<file path="config.mk">
export PLATFORM = sky130hd
export DESIGN_NAME = pe_scheduler
export DESIGN_NICKNAME = d
export VERILOG_FILES = /design/src/rtl/pe_sched_pkg.sv /design/src/rtl/pe_slot_buf.sv /design/src/rtl/pe_scheduler.sv
export SDC_FILE = /design/constraint.sdc
export NUM_CORES = 1
export LEC_CHECK = 0
export CAP_MARGIN = 10
export CORE_ASPECT_RATIO = 0.9
export CORE_MARGIN = 2
export CORE_UTILIZATION = 45
export CTS_CLUSTER_DIAMETER = 150
export DETAILED_ROUTE_END_ITERATION = 12
export PLACE_DENSITY = 0.88
export SYNTH_ARGS = -nofsm -noshare
export SYNTH_HDL_FRONTEND = slang
export SYNTH_SLANG_ARGS = --single-unit
</file>
<file path="constraint.sdc">
create_clock -name i_clk -period 2.1 [get_ports i_clk]
set_clock_uncertainty 0.05 [all_clocks]
set_input_delay 0.63 -clock i_clk [delete_from_list [all_inputs] [get_ports i_clk]]
set_output_delay 0.63 -clock i_clk [all_outputs]
set_load 0.01 [all_outputs]
</file>
<file path="src/rtl/pe_sched_pkg.sv">
// pe_sched_pkg: shared constants and FSM state type for the PE scheduler.
// Holds slot geometry, operand widths, watchdog limit and the state enum.
package pe_sched_pkg;

   localparam int SLOTS   = 3;
   localparam int ADDR_W  = 7;
   localparam int COORD_N = 3;
   localparam int DATA_W  = 16;
   localparam int TIMEOUT = 15;

   // Packed 3-coordinate address of one beat.
   localparam int PADDR_W = ADDR_W * COORD_N;

   typedef enum logic [2:0] {
      ST_IDLE    = 3'd0,
      ST_COLLECT = 3'd1,
      ST_ISSUE   = 3'd2,
      ST_WAIT    = 3'd3,
      ST_DONE    = 3'd4
   } pe_state_e;

endpackage

</file>
<file path="src/rtl/pe_slot_buf.sv">
// pe_slot_buf: gathers accepted beats into three operand slots and pads
// an early-closed triple with zero-weight copies of the last address.
// Ports:
//   i_clk, i_rst_n        clock, async active-low reset
//   i_clear               clear slot count (entry to COLLECT)
//   i_accept, i_last      beat transfer and its last flag
//   i_addr, i_w, i_ia     beat payload
//   o_close               this accepted beat closes the triple
//   o_addr, o_w, o_ia     flattened slot operands, slot 0 in the LSBs
module pe_slot_buf
   import pe_sched_pkg::*;
(
   input  logic                       i_clk,
   input  logic                       i_rst_n,
   input  logic                       i_clear,
   input  logic                       i_accept,
   input  logic                       i_last,
   input  logic [PADDR_W-1:0]         i_addr,
   input  logic [DATA_W-1:0]          i_w,
   input  logic [DATA_W-1:0]          i_ia,
   output logic                       o_close,
   output logic [SLOTS*PADDR_W-1:0]   o_addr,
   output logic [SLOTS*DATA_W-1:0]    o_w,
   output logic [SLOTS*DATA_W-1:0]    o_ia
);

   logic [1:0]         r_cnt;
   logic [PADDR_W-1:0] r_addr [SLOTS];
   logic [DATA_W-1:0]  r_w    [SLOTS];
   logic [DATA_W-1:0]  r_ia   [SLOTS];

   assign o_close = i_accept &
                    (i_last | (r_cnt == 2'(SLOTS-1)));

   // The closing beat also writes the pad slots in the same edge, so the
   // triple is complete by the time the reducer sees the start pulse.
   always_ff @(posedge i_clk or negedge i_rst_n) begin
      if (!i_rst_n) begin
         r_cnt <= 2'd0;
         for (int k = 0; k < SLOTS; k++) begin
            r_addr[k] <= '0;
            r_w[k]    <= '0;
            r_ia[k]   <= '0;
         end
      end else if (i_clear) begin
         r_cnt <= 2'd0;
      end else if (i_accept) begin
         r_cnt <= o_close ? 2'd0 : r_cnt + 2'd1;
         for (int k = 0; k < SLOTS; k++) begin
            if (2'(k) == r_cnt) begin
               r_addr[k] <= i_addr;
               r_w[k]    <= i_w;
               r_ia[k]   <= i_ia;
            end else if (i_last && (2'(k) > r_cnt)) begin
               r_addr[k] <= i_addr;
               r_w[k]    <= '0;
               r_ia[k]   <= '0;
            end
         end
      end
   end

   for (genvar g = 0; g < SLOTS; g++) begin : g_flat
      assign o_addr[g*PADDR_W +: PADDR_W] = r_addr[g];
      assign o_w[g*DATA_W +: DATA_W]      = r_w[g];
      assign o_ia[g*DATA_W +: DATA_W]     = r_ia[g];
   end

endmodule

</file>
<file path="src/rtl/pe_scheduler.sv">
// pe_scheduler: collects stream beats into triples and issues them to a
// reducer, one triple at a time, tracking the issued-triple count.
// Ports:
//   i_clk, i_rst_n                 clock, async active-low reset
//   i_job_start                    start pulse, honoured in IDLE
//   i_valid/o_ready, i_addr, i_w,
//   i_ia, i_last                   input beat stream
//   o_pe_start, o_pe_addr,
//   o_pe_w, o_pe_ia, i_pe_finish   reducer issue/completion
//   o_busy, o_done, o_error,
//   o_triple_cnt                   job status
// Optional: define PE_SCHED_TIMEOUT_EN for the WAIT watchdog.
module pe_scheduler
   import pe_sched_pkg::*;
#(
   parameter int SLOTS = 3,
   parameter int CNT_W = 8
)(
   input  logic                  i_clk,
   input  logic                  i_rst_n,
   input  logic                  i_job_start,
   input  logic                  i_valid,
   output logic                  o_ready,
   input  logic [20:0]           i_addr,
   input  logic [15:0]           i_w,
   input  logic [15:0]           i_ia,
   input  logic                  i_last,
   output logic                  o_pe_start,
   output logic [SLOTS*21-1:0]   o_pe_addr,
   output logic [SLOTS*16-1:0]   o_pe_w,
   output logic [SLOTS*16-1:0]   o_pe_ia,
   input  logic                  i_pe_finish,
   output logic                  o_busy,
   output logic                  o_done,
   output logic                  o_error,
   output logic [CNT_W-1:0]      o_triple_cnt
);

   pe_state_e        r_state;
   pe_state_e        w_state_nxt;
   logic             r_last;
   logic [CNT_W-1:0] r_cnt;
   logic             w_accept;
   logic             w_close;
   logic             w_clear;
   logic             w_job_go;
   logic             w_timeout;

   assign o_ready    = (r_state == ST_COLLECT);
   assign o_pe_start = (r_state == ST_ISSUE);
   assign o_done     = (r_state == ST_DONE);
   assign o_busy     = (r_state != ST_IDLE);
   assign o_triple_cnt = r_cnt;

   assign w_accept = i_valid & o_ready;
   assign w_job_go = (r_state == ST_IDLE) & i_job_start;
   assign w_clear  = (w_state_nxt == ST_COLLECT) &
                     (r_state != ST_COLLECT);

   always_comb begin
      w_state_nxt = r_state;
      unique case (r_state)
         ST_IDLE:    if (i_job_start) w_state_nxt = ST_COLLECT;
         ST_COLLECT: if (w_close) w_state_nxt = ST_ISSUE;
         ST_ISSUE:   w_state_nxt = ST_WAIT;
         ST_WAIT: begin
            if (i_pe_finish)
               w_state_nxt = r_last ? ST_DONE : ST_COLLECT;
            else if (w_timeout)
               w_state_nxt = ST_DONE;
         end
         ST_DONE:    w_state_nxt = ST_IDLE;
         default:    w_state_nxt = ST_IDLE;
      endcase
   end

   always_ff @(posedge i_clk or negedge i_rst_n) begin
      if (!i_rst_n) begin
         r_state <= ST_IDLE;
         r_last  <= 1'b0;
         r_cnt   <= '0;
      end else begin
         r_state <= w_state_nxt;
         if (w_job_go)
            r_last <= 1'b0;
         else if (w_close)
            r_last <= i_last;
         if (w_job_go)
            r_cnt <= '0;
         else if (o_pe_start && (r_cnt != {CNT_W{1'b1}}))
            r_cnt <= r_cnt + CNT_W'(1);
      end
   end

`ifdef PE_SCHED_TIMEOUT_EN
   logic [3:0] r_wd;
   logic       r_err;

   // Fires on the TIMEOUT-th WAIT cycle without a finish.
   assign w_timeout = (r_state == ST_WAIT) & ~i_pe_finish &
                      (r_wd == 4'(TIMEOUT-1));
   assign o_error = r_err;

   always_ff @(posedge i_clk or negedge i_rst_n) begin
      if (!i_rst_n) begin
         r_wd  <= 4'd0;
         r_err <= 1'b0;
      end else begin
         if ((r_state == ST_WAIT) && !i_pe_finish)
            r_wd <= r_wd + 4'd1;
         else
            r_wd <= 4'd0;
         if (w_job_go)
            r_err <= 1'b0;
         else if (w_timeout)
            r_err <= 1'b1;
      end
   end
`else
   assign w_timeout = 1'b0;
   assign o_error   = 1'b0;
`endif

   pe_slot_buf u_slot_buf (
      .i_clk    (i_clk),
      .i_rst_n  (i_rst_n),
      .i_clear  (w_clear),
      .i_accept (w_accept),
      .i_last   (i_last),
      .i_addr   (i_addr),
      .i_w      (i_w),
      .i_ia     (i_ia),
      .o_close  (w_close),
      .o_addr   (o_pe_addr),
      .o_w      (o_pe_w),
      .o_ia     (o_pe_ia)
   );

endmodule

</file>
==> key figures <==
CTS
  • Worst-path clk slew: 0.07 ns
  • # hold bufs at CTS: 0
  • Clk sinks: approximately 170
  • Clock Tree Root: clkbuf_16
  • CTS tree: yes
  • Cts bufs inserted: 17
  • Worst-case clock buffer depth: 2
  • Clk_lat worst skew: 0.41 ns
  • Max H-tree Level: 4

Placed design
  • I/O Buffers: around 230
  • DP Wirelength: ~13 mm
  • Gpl congestion: around 0.83
  • Worst slack at placement: -0.375 ns

STA
  • Tmin final: 2.14 ns
  • Worst slew pin tran: a little over 0.5 ns
  • Final setup fails: 1
  • Period utilization: 1.02
  • Fmax: ~0.47 GHz
  • Unrepaired setup endpoints after global routing: true
  • Slew Viols, Final: 0
  • Max-Slew Margin vs Limit: 0.656
  • Final Hold Fails: 0
  • Setup slack after layout: -0.0385 ns
  • WHS: approximately 0.054 ns

Route
  • Vias per inst: 5.32
  • TritonRoute pass-1 iters: 4
  • Remaining DRCs: 0
  • Vias: slightly above 5000
  • Final WL: 18.4 mm
  • Antenna Nets Post-Route: 0
  • Routed WL per cell: between 15 and 20 um
  • Initial DRC count: 242

Pwr
  • P_leak: approximately 4.5 nW
  • Worst VDD drop: between 0.7 and 0.8 mV
  • Int Power: a little over 0.01 W
  • Clock share of power: 0.198
  • Power Dens Cells: roughly 1500 mW/mm^2
  • Switching share of power: 0.321
  • NetSw: 0.00488 W
  • Logic pwr share: 0.442
  • Sequential Power Share: 0.360

Critical path
  • FF-to-FF path depth: 8
  • Critical path's top delay family: flip-flops
  • Reg-to-reg endpoint: u_slot_buf.o_w[28]$_DFFE_PN0P_
  • Slowest cell on the critical path: dfrtp_1
  • Crit. End Element: output port
  • RR Startpoint: r_state[2]$_DFF_PN0_
  • Crit Path Category: register to output port
  • Reg2reg setup slack: 0.11 ns
  • Arr. time, crit path: 1.46 ns
  • Critical Path Fanout Max: 4
  • Required time of the critical path: between 1 and 1.5 ns
  • CP peak stage delay: 0.40 ns
  • Launching element type of the critical path: register
  • Buffers plus inverters on the worst setup path: 2
  • CP Cell Sequence: buf_6, or3_1, buf_2

Global route
  • Remaining Overflow, GRT: 0
  • First-pass GRT wire length: roughly 29 mm
  • Vias in the first global route: 5390
  • Initial antenna violation count: 0
  • Gr usage total: 0.236
  • Pin count of the biggest net entering global routing: 49

Yosys
  • Synthesized cell area: ~0.0067 sq mm
  • Sequential share of the synthesized area: 0.647
  • Post-synth net total: roughly 560
  • Cell accounting for the most synthesized area: dfrtp_1
  • #FFs+latches synth: 173
  • Synth top area share: 0.647
  • Gate count of the mapped netlist: roughly 500
  • Top cells by area, synth: dfrtp_1, mux2_2, a22o_1
  • Yosys warning total: 0
  • Syn avg cell area: 13.4 sq um
  • Synth cell types: 35

Die
  • # rows: 42
  • DIE WIDTH: 133 um
  • Initial core utilization: 0.458
  • Core region area: around 0.015 sq mm
  • Die Y: roughly 120 um
  • Die area: approximately 0.016 sq mm
  • Top Ports: 231

Layout
  • Most frequent cells in the layout: clkdlybuf4s50_1, dfrtp_1, mux2_2
  • # nets final: 821
  • Commonest non-fill, non-tap cell in the layout: clkdlybuf4s50_1
  • Layout cell share with drive strength beyond 1: 0.224
  • Area Growth Syn to Fin: 51.6%
  • Inserted Diodes: 0

Hold path
  • Hold Path Class: input pin to async pin

Status
  • Status: finished, violations left
  • Failing checks: negative setup slack

Job
  • Max-cap violation count: 0
layout make-up:
cell class / count / area (sq um)
fillers: 1004 / 4470
clock buffers: 18 / 439
repair buffers: 268 / 2720
well taps: 198 / 248
multi-input cells: 294 / 2260
clock inverters: 14 / 131
flip-flops and latches: 173 / 4330
inverters: 4 / 15.0
sequential cells by signal (all words and copies together), names as in the netlist:
| signal | count |
|---|---|
| u_slot_buf.o_addr | 63 |
| u_slot_buf.o_ia | 48 |
| u_slot_buf.o_w | 48 |
| o_triple_cnt | 8 |
| r_state | 3 |
| u_slot_buf.r_cnt | 2 |
| r_last | 1 |
routing by layer:
metal	GRT usage	vias up	routed length [um]
met5	0	-	0
met4	0.0840	0	345
li1	-	2264	-
met2	0.411	237	9660
met3	0.0507	32	1120
met1	0.292	2622	7290
what timing repair did:
action | CTS | global route
pin swaps | 1 | 1
setup buffers | 4 | 3
setup endpoints to repair | 8 | 10
gates resized for setup | 24 | 5
synth_stat cells:
library cell / n
mux2_2: 77
buf_4: 1
a21oi_1: 6
nor3_1: 1
a22oi_1: 1
buf_6: 2
and2_1: 5
conb_1: 1
o21ai_0: 39
inv_1: 4
or3b_2: 1
a31oi_4: 1
nor2b_1: 3
nand4_1: 1
nand2_1: 70
buf_1: 2
nand3_1: 6
xor2_1: 3
o211ai_1: 2
a2111oi_0: 1
mux2_1: 18
o2bb2ai_1: 1
nand2b_1: 1
xnor2_1: 1
or3_1: 4
buf_2: 14
dfrtp_1: 173
mux2i_1: 1
a22o_1: 32
nor2_1: 10
and3_1: 2
ha_1: 4
and4bb_1: 1
o22ai_1: 1
clkbuf_1: 11
per-stage QoR:
step / power, W / cell area, sq um / instances / util / TNS (ns)
global placement: 0.0119 / 9500 / 930 / 0.650 / -36.91
floorplan: 0.00828 / 6740 / 501 / - / -0.0758
global route: 0.0159 / 10100 / 969 / 0.694 / -0.132
CTS: 0.0153 / 10100 / 966 / 0.692 / -0.0745
detailed placement: 0.0122 / 9500 / 930 / 0.650 / -41.28
finish: 0.0152 / 10100 / 969 / 0.694 / -0.0385
worst max path at each step:
stage	start	end	depth (start not counted)
floorplan	i_valid	u_slot_buf.o_addr[23]$_DFFE_PN0P_	7
detailed placement	i_valid	u_slot_buf.o_addr[34]$_DFFE_PN0P_	6
finish	r_state[2]$_DFF_PN0_	o_busy	3
CTS	r_state[2]$_DFF_PN0_	o_busy	3
global route	r_state[2]$_DFF_PN0_	o_busy	3
global placement	i_valid	u_slot_buf.o_addr[36]$_DFFE_PN0P_	6
cells by family (layout without fill, tap and decap cells):
logic type	Yosys count	after routing	share of synthesized area
mux	96	96	0.161
flops	173	173	0.647
buf+inv	34	304	0.0245
simple gates	105	105	0.0683
fa+ha+maj	4	4	0.00748
compound gates	84	84	0.0856
other cells	1	1	0.000560
xor+xnor	4	4	0.00524
power groups by stage:
stage | combinational, W | clock, W | sequential, W
after floorplan | 0.00227 | 0 | 0.00601
after global placement | 0.00644 | 0 | 0.00542
after detailed placement | 0.00668 | 0 | 0.00551
after CTS | 0.00674 | 0.00308 | 0.00548
after global routing | 0.00709 | 0.00322 | 0.00562
final | 0.00672 | 0.00302 | 0.00548
No activity file was read; power rests on OpenSTA's default activity.
